[src/rtl/game_vga_capture_pkg.sv]
// Shared VGA capture definitions: FSM encoding and the frame/line total helper.
// Default H_TOTAL/V_TOTAL match the 640x480 timing produced by game_hvsync.
package game_vga_capture_pkg;

    typedef enum logic [1:0] {
        SEARCH  = 2'd0,
        MEASURE = 2'd1,
        LOCKED  = 2'd2
    } cap_state_e;

    function automatic int timing_total(input int active, input int porch_a,
                                        input int sync, input int porch_b);
        return active + porch_a + sync + porch_b;
    endfunction

    localparam int H_TOTAL = timing_total(640, 16, 96, 48);
    localparam int V_TOTAL = timing_total(480, 10, 2, 33);

endpackage

[src/rtl/game_sync_checker.sv]
// Deassert-edge detector plus period and low-width measurement for one sync line.
// tick is the measurement unit: every clock for hsync, every line start for vsync.
module game_sync_checker #(
    parameter int CNT_W     = 16,
    parameter int LOW_WIDTH = 0,
    parameter int PERIOD    = 800
) (
    input  logic clk,
    input  logic rst_n,
    input  logic sync_level,
    input  logic tick,
    output logic rise_s,
    output logic fail_s
);

    localparam logic [CNT_W-1:0] CNT_MAX   = {CNT_W{1'b1}};
    localparam logic [CNT_W-1:0] LOW_REQ   = CNT_W'(LOW_WIDTH);
    localparam logic [CNT_W-1:0] PER_REQ   = CNT_W'(PERIOD);
    localparam logic             CHECK_LOW = (LOW_WIDTH != 0);

    logic             prev_r;
    logic             per_arm_r;
    logic             low_arm_r;
    logic             fall_s;
    logic [CNT_W-1:0] per_cnt_r;
    logic [CNT_W-1:0] low_cnt_r;

    // Edge detection and verdict; a measurement is judged only once fully observed.
    always_comb begin
        rise_s = sync_level & ~prev_r;
        fall_s = ~sync_level & prev_r;
        fail_s = rise_s & ((per_arm_r & (per_cnt_r != PER_REQ)) |
                           (CHECK_LOW & low_arm_r & (low_cnt_r != LOW_REQ)));
    end

    // Period and low-width counters, restarted on their own edges and saturating.
    always_ff @(posedge clk or negedge rst_n) begin
        if (!rst_n) begin
            prev_r    <= 1'b1;
            per_arm_r <= 1'b0;
            low_arm_r <= 1'b0;
            per_cnt_r <= {CNT_W{1'b0}};
            low_cnt_r <= {CNT_W{1'b0}};
        end else begin
            prev_r <= sync_level;
            if (rise_s) begin
                per_cnt_r <= {{(CNT_W-1){1'b0}}, tick};
                per_arm_r <= 1'b1;
            end else if (tick && per_cnt_r != CNT_MAX) begin
                per_cnt_r <= per_cnt_r + {{(CNT_W-1){1'b0}}, 1'b1};
            end
            if (fall_s) begin
                low_cnt_r <= {{(CNT_W-1){1'b0}}, tick};
                low_arm_r <= 1'b1;
            end else if (rise_s) begin
                low_arm_r <= 1'b0;
            end else if (!sync_level && tick && low_cnt_r != CNT_MAX) begin
                low_cnt_r <= low_cnt_r + {{(CNT_W-1){1'b0}}, 1'b1};
            end
        end
    end

endmodule

[src/rtl/game_vga_capture.sv]
// VGA capture: recovers x/y from hsync/vsync, verifies timing and emits pixels once locked.
// Inputs are registered once; outputs are registered from that stage (two-cycle latency).
module game_vga_capture
    import game_vga_capture_pkg::*;
#(
    parameter int X_WIDTH      = 10,
    parameter int Y_WIDTH      = 10,
    parameter int SCREEN_WIDTH = 640,
    parameter int H_FRONT      = 16,
    parameter int H_SYNC       = 96,
    parameter int H_BACK       = 48,
    parameter int SCREEN_HIGHT = 480,
    parameter int V_BOTTOM     = 10,
    parameter int V_SYNC       = 2,
    parameter int V_TOP        = 33
) (
    input  logic               clk,
    input  logic               reset,
    input  logic               hsync,
    input  logic               vsync,
    input  logic [2:0]         rgb,
    output logic               pixel_valid,
    output logic [X_WIDTH-1:0] x,
    output logic [Y_WIDTH-1:0] y,
    output logic [2:0]         rgb_out,
    output logic               frame_start,
    output logic               locked,
    output logic               error
);

    localparam int H_TOT = timing_total(SCREEN_WIDTH, H_FRONT, H_SYNC, H_BACK);
    localparam int V_TOT = timing_total(SCREEN_HIGHT, V_BOTTOM, V_SYNC, V_TOP);

    localparam logic [X_WIDTH-1:0] H_MAX = {X_WIDTH{1'b1}};
    localparam logic [Y_WIDTH-1:0] V_MAX = {Y_WIDTH{1'b1}};
    localparam logic [X_WIDTH-1:0] H_LO  = X_WIDTH'(H_BACK);
    localparam logic [X_WIDTH-1:0] H_HI  = X_WIDTH'(H_BACK + SCREEN_WIDTH);
    localparam logic [Y_WIDTH-1:0] V_LO  = Y_WIDTH'(V_TOP);
    localparam logic [Y_WIDTH-1:0] V_HI  = Y_WIDTH'(V_TOP + SCREEN_HIGHT);

    cap_state_e         state_r;
    logic               frame_ok_r;
    logic               hs_r;
    logic               vs_r;
    logic [2:0]         rgb_r;
    logic [X_WIDTH-1:0] h_cnt_r;
    logic [Y_WIDTH-1:0] v_cnt_r;
    logic               v_pend_r;

    logic               h_rise_s;
    logic               h_fail_s;
    logic               v_rise_s;
    logic               v_fail_s;
    logic [X_WIDTH-1:0] h_cnt_nxt_s;
    logic [Y_WIDTH-1:0] v_cnt_nxt_s;
    logic               v_pend_nxt_s;
    logic               fail_any_s;
    logic               sat_s;
    logic               lock_nxt_s;
    logic               active_s;
    logic               pix_nxt_s;
    logic [X_WIDTH-1:0] x_nxt_s;
    logic [Y_WIDTH-1:0] y_nxt_s;

    game_sync_checker #(
        .CNT_W     (16),
        .LOW_WIDTH (H_SYNC),
        .PERIOD    (H_TOT)
    ) u_hsync_chk (
        .clk        (clk),
        .rst_n      (reset),
        .sync_level (hs_r),
        .tick       (1'b1),
        .rise_s     (h_rise_s),
        .fail_s     (h_fail_s)
    );

    game_sync_checker #(
        .CNT_W     (16),
        .LOW_WIDTH (0),
        .PERIOD    (V_TOT)
    ) u_vsync_chk (
        .clk        (clk),
        .rst_n      (reset),
        .sync_level (vs_r),
        .tick       (h_rise_s),
        .rise_s     (v_rise_s),
        .fail_s     (v_fail_s)
    );

    // Next beam position; a vsync edge is remembered until the line start that follows it.
    always_comb begin
        h_cnt_nxt_s  = h_cnt_r;
        v_cnt_nxt_s  = v_cnt_r;
        v_pend_nxt_s = v_pend_r;
        if (h_rise_s) begin
            h_cnt_nxt_s = {X_WIDTH{1'b0}};
        end else if (h_cnt_r != H_MAX) begin
            h_cnt_nxt_s = h_cnt_r + {{(X_WIDTH-1){1'b0}}, 1'b1};
        end else begin
            h_cnt_nxt_s = h_cnt_r;
        end
        if (h_rise_s) begin
            v_pend_nxt_s = 1'b0;
            if (v_pend_r || v_rise_s) begin
                v_cnt_nxt_s = {Y_WIDTH{1'b0}};
            end else if (v_cnt_r != V_MAX) begin
                v_cnt_nxt_s = v_cnt_r + {{(Y_WIDTH-1){1'b0}}, 1'b1};
            end else begin
                v_cnt_nxt_s = v_cnt_r;
            end
        end else if (v_rise_s) begin
            v_pend_nxt_s = 1'b1;
        end else begin
            v_pend_nxt_s = v_pend_r;
        end
    end

    // Lock decision and pixel qualification; a failure wins over a coincident vsync edge.
    always_comb begin
        fail_any_s = h_fail_s | v_fail_s;
        sat_s      = (h_cnt_nxt_s == H_MAX) | (v_cnt_nxt_s == V_MAX);
        case (state_r)
            MEASURE: lock_nxt_s = v_rise_s & frame_ok_r & ~fail_any_s;
            LOCKED:  lock_nxt_s = ~fail_any_s & ~sat_s;
            default: lock_nxt_s = 1'b0;
        endcase
        active_s  = (h_cnt_nxt_s >= H_LO) && (h_cnt_nxt_s < H_HI) &&
                    (v_cnt_nxt_s >= V_LO) && (v_cnt_nxt_s < V_HI);
        pix_nxt_s = lock_nxt_s & active_s;
        x_nxt_s   = h_cnt_nxt_s - H_LO;
        y_nxt_s   = v_cnt_nxt_s - V_LO;
    end

    // Input sampling and beam counters.
    always_ff @(posedge clk or negedge reset) begin
        if (!reset) begin
            hs_r     <= 1'b1;
            vs_r     <= 1'b1;
            rgb_r    <= 3'd0;
            h_cnt_r  <= {X_WIDTH{1'b0}};
            v_cnt_r  <= {Y_WIDTH{1'b0}};
            v_pend_r <= 1'b0;
        end else begin
            hs_r     <= hsync;
            vs_r     <= vsync;
            rgb_r    <= rgb;
            h_cnt_r  <= h_cnt_nxt_s;
            v_cnt_r  <= v_cnt_nxt_s;
            v_pend_r <= v_pend_nxt_s;
        end
    end

    // Lock FSM with all module outputs registered alongside the state.
    always_ff @(posedge clk or negedge reset) begin
        if (!reset) begin
            state_r     <= SEARCH;
            frame_ok_r  <= 1'b0;
            pixel_valid <= 1'b0;
            x           <= {X_WIDTH{1'b0}};
            y           <= {Y_WIDTH{1'b0}};
            rgb_out     <= 3'd0;
            frame_start <= 1'b0;
            locked      <= 1'b0;
            error       <= 1'b0;
        end else begin
            pixel_valid <= pix_nxt_s;
            x           <= pix_nxt_s ? x_nxt_s : {X_WIDTH{1'b0}};
            y           <= pix_nxt_s ? y_nxt_s : {Y_WIDTH{1'b0}};
            rgb_out     <= pix_nxt_s ? rgb_r : 3'd0;
            frame_start <= pix_nxt_s && (x_nxt_s == {X_WIDTH{1'b0}}) &&
                           (y_nxt_s == {Y_WIDTH{1'b0}});
            locked      <= lock_nxt_s;
            error       <= 1'b0;
            case (state_r)
                SEARCH: begin
                    if (v_rise_s) begin
                        state_r    <= MEASURE;
                        frame_ok_r <= 1'b1;
                    end
                end
                MEASURE: begin
                    if (v_rise_s) begin
                        // Frame boundary: either lock or restart the frame's checks.
                        state_r    <= lock_nxt_s ? LOCKED : MEASURE;
                        frame_ok_r <= 1'b1;
                    end else if (fail_any_s) begin
                        frame_ok_r <= 1'b0;
                    end
                end
                LOCKED: begin
                    if (!lock_nxt_s) begin
                        state_r    <= SEARCH;
                        frame_ok_r <= 1'b0;
                        error      <= 1'b1;
                    end
                end
                default: begin
                    state_r    <= SEARCH;
                    frame_ok_r <= 1'b0;
                end
            endcase
        end
    end

endmodule

[config.mk]
export PLATFORM = sky130hd
export DESIGN_NAME = game_vga_capture
export DESIGN_NICKNAME = d
export VERILOG_FILES = /design/src/rtl/game_vga_capture_pkg.sv /design/src/rtl/game_sync_checker.sv /design/src/rtl/game_vga_capture.sv
export SDC_FILE = /design/constraint.sdc
export NUM_CORES = 1
export LEC_CHECK = 0
export ABC_AREA = 0
export CORE_MARGIN = 1.5
export CORE_UTILIZATION = 56
export CTS_CLUSTER_DIAMETER = 30
export DETAILED_ROUTE_END_ITERATION = 8
export GPL_TIMING_DRIVEN = 1
export PLACE_DENSITY = 0.75
export SLEW_MARGIN = 5
export SYNTH_ARGS = -nofsm -noshare
export SYNTH_HDL_FRONTEND = slang
export SYNTH_HIERARCHICAL = 1
export SYNTH_SLANG_ARGS = --single-unit
[constraint.sdc]
create_clock -name clk -period 6.92 [get_ports clk]
set_input_delay 1.384 -clock clk [delete_from_list [all_inputs] [get_ports clk]]
set_output_delay 1.384 -clock clk [all_outputs]
set_load 0.03 [all_outputs]
==> reports/qor.json <==
{
  "outcome": {
    "run_status": "finished clean"
  },
  "logic_synthesis": {
    "synth.avg_cell_area_um2": 9.620,
    "synth-edff-count": 0,
    "synth.distinct_cells": 88,
    "post_synth_inst_count": 677,
    "ys.flop_type": "dfrtp_1",
    "total_of_flip_flops_plus_latches_after_synthesis": 109,
    "synthDominantAreaCellType": "dfrtp_1",
    "async_reset_ff_share_pct": 100.0,
    "yosysSeqAreaShare_pct": 41.96,
    "ys.warnings.count": 6,
    "post_synth_instance_area_um2": 6512,
    "synth_top_area_share_pct": 40.35,
    "leading_post_synthesis_cells_by_cell_area": "dfrtp_1, ha_1, a21oi_1, inv_1, nand2_1",
    "synth.net_count": 703
  },
  "timing": {
    "final_critical_path_setup_slack_ps": 2944,
    "finalCritPeriodShare_pct": 57.45,
    "grt_setup_unrepaired": "no",
    "number_of_pins_with_negative_max_slew_slack_in_the_final_report": 0,
    "timing.clock.skew_ps": 5.241,
    "report.final.hold_viol_count": 0,
    "post-route-min-period_ps": 3976,
    "worst_slew_pin_slew_ps": 1060,
    "setup-tns-final_ps": 0,
    "max-slew-margin-rel_pct": 28.76,
    "fmaxAchievable_mhz": 251.5,
    "worst_hold_margin_ps": 364.9,
    "setup_violations": 0
  },
  "floorplanning": {
    "core-area_um2": 11370,
    "rows": 39,
    "boundaryPins": 34,
    "die_outline_area_um2": 12290,
    "vertical_extent_of_the_die_um": 110.8,
    "initial_utilization_pct": 57.28,
    "die_width_um": 110.8
  },
  "worst_setup_path": {
    "crit_required_ps": 7170,
    "worst_path_cell_chain": "ha_2, buf_4, inv_1, a31o_2, nor3_1, mux2_2, inv_1, ha_1, o31ai_1, nor2_1, a311oi_1, or4_1, buf_4, and3b_1",
    "cp-end-kind": "flip-flop",
    "critical_path_peak_fanout": 59,
    "crit_path_max_incr_delay_ps": 560,
    "critPathSlowestCell": "dfstp_2",
    "setup.worst_path.start": "hs_r",
    "criticalPathCategory": "reg2reg",
    "critical_path_arrival_ps": 4230,
    "critPathLaunchType": "flip-flop",
    "regToRegStartpoint": "hs_r"
  },
  "final_layout": {
    "antenna_cells_inserted": 0,
    "drive_above_1_share_pct": 13.04,
    "commonest_non_fill_non_tap_cell_in_the_layout": "dfrtp_1",
    "nets": 711,
    "flow.area_growth_from_synthesis_pct": 9.990,
    "mostFrequentLayoutCells": "dfrtp_1, inv_1, nand2_1"
  },
  "power_and_ir_drop": {
    "power.sequential.fraction_pct": 47.5,
    "power.combinational.fraction_pct": 16.7,
    "leakagePower_nw": 3.027,
    "power_per_cell_area_nw_per_um2": 223.1,
    "p_int_mw": 1.114,
    "netSwitchingFraction_pct": 30.28,
    "worst_supply_voltage_drop_on_vdd_v": 0.0002244,
    "power.net_switching_mw": 0.4839,
    "pwr-share-clk_pct": 35.8
  },
  "placed_design": {
    "finalWeightedCongestion": 0.8964,
    "place_worst_setup_slack_ps": 2992,
    "place.port_buffers": 33,
    "dpl.hpwl_um": 9766
  },
  "routing": {
    "detail_route.wl_per_cell_um": 17.25,
    "detail_route.vias_per_cell": 6.402,
    "post-route-drc-count": 0,
    "drt-initial-drc-count": 418,
    "route.antenna.remaining_nets": 0,
    "dr_total_vias": 5333,
    "drt_pre_antenna_iters": 6,
    "drt-total-wl_um": 14370
  },
  "global_route": {
    "number_of_global_route_vias_before_repair": 5123,
    "use_met2_pct": 39.47,
    "top_usage_layer": "met2",
    "met3_usage_pct": 5.850,
    "grt_antenna_before_repair": 0,
    "global_route_met1_usage_pct": 31.89,
    "grt_overflow_total": 0,
    "pin_count_of_the_biggest_net_entering_global_routing": 65,
    "grt_first_pass_wirelength_um": 24540,
    "track_usage_pct": 24.33
  },
  "clock_tree": {
    "cts.sinks": 109,
    "clk_pin_slew_ps": 70,
    "cts_setup_buffers": 0,
    "clockRootBuffer": "clkbuf_16",
    "number_of_buffers_on_the_longest_clock_path": 2,
    "ctsHtreeMaxLevel": 3,
    "number_of_gates_resized_after_cts": 0,
    "clock_latency_ps": 360,
    "holdBufCountCts": 0,
    "cts_buffers": 9,
    "tritoncts": "done"
  },
  "hold_path": {
    "worstHoldStart": "vs_r",
    "holdCritPathClass": "reg2reg"
  },
  "run": {
    "max_cap_violations": 0
  }
}
[logic make-up (layout without fill, tap and decap cells)]
family,after synthesis,after routing,share of synthesized area (%)
AO/OA/AOI/OAI,169,169,18.96
adder cells (fa/ha/maj),19,19,3.650
XOR/XNOR,11,11,1.479
buffers and inverters,82,95,5.783
multiplexers,19,19,3.247
AND/OR/NAND/NOR,267,267,24.86
other,1,1,0.05758
flip-flops,109,109,41.96
[final timing paths]
check / depth (start not counted) / to / slack (ps)
hold / removal: 0 / u_vsync_chk/prev_r / 360
setup / recovery: 14 / y[6] / 2940
min in group asynchronous: 1 / u_hsync_chk/low_cnt_r[4] / 1020
setup reg to reg: 14 / y[6] / 2940
hold reg to reg: 0 / u_vsync_chk/prev_r / 360
max in group asynchronous: 2 / h_cnt_r[8] / 4680
[registers in the layout (all words and copies together) (netlist names), 2 cells and up]
register               count
u_hsync_chk/low_cnt_r     16
u_hsync_chk/per_cnt_r     16
u_vsync_chk/per_cnt_r     16
h_cnt_r                   10
v_cnt_r                   10
x                         10
y                         10
rgb_out                    3
rgb_r                      3
state_r                    2
[layout make-up]
cell class                 count  area [µm²]
multi-input combinational    486        3406
sequential                   109        2733
clock inverter                 7       105.1
clock buffer                   9       225.2
fill                         912        4207
tap                          143       178.9
inverter                      42       157.7
timing repair buffer          37       357.8
[power by group through the flow]
stage	logic [mW]	registers, mW	clock network, mW
6_report	0.267	0.758	0.572
2_1_floorplan	0.220	0.738	0
3_5_place_dp	0.266	0.766	0
3_3_place_gp	0.253	0.765	0
5_1_grt	0.302	0.767	0.612
4_1_cts	0.267	0.755	0.591
[metal layers]
layer	up-vias	wire, µm
li1	2544	-
met3	26	721
met5	-	0
met2	162	7012
met1	2601	6325
met4	0	314
[through the flow]
step / util, % / area (µm²) / total power [mW] / cells
after floorplan: - / 6513 / 0.9580 / 677
after global placement: 60.10 / 6833 / 1.019 / 817
after detailed placement: 60.10 / 6833 / 1.033 / 817
after CTS: 63.00 / 7163 / 1.613 / 833
after global routing: 63.00 / 7163 / 1.680 / 833
final: 63.00 / 7163 / 1.598 / 833
[critical path, delay by kind of cell (launching register included)]
kind / cells / cell delay [ps]
buffers and inverters: 4 / 1150
flip-flops: 1 / 560
adder cells (fa/ha/maj): 2 / 440
AO/OA/AOI/OAI: 3 / 690
AND/OR/NAND/NOR: 4 / 720
multiplexers: 1 / 290
[cell usage after synthesis, types with 7 or more instances]
master / number
nor2_2: 19
inv_1: 41
xnor2_1: 7
o41ai_1: 8
nand2b_1: 8
ha_1: 19
nor4_1: 8
a211oi_1: 9
nand2_1: 41
buf_2: 11
a31oi_1: 10
or4_1: 11
and4_1: 7
a21oi_1: 35
nor2b_1: 11
nand4_1: 24
mux2i_1: 11
or3_1: 7
o21ai_0: 27
dfrtp_1: 105
nand3_1: 24
nor2_1: 35
nor3_1: 16
o31ai_1: 14
clkbuf_1: 18
and3_1: 16
Power figures use the tool's default switching activity.
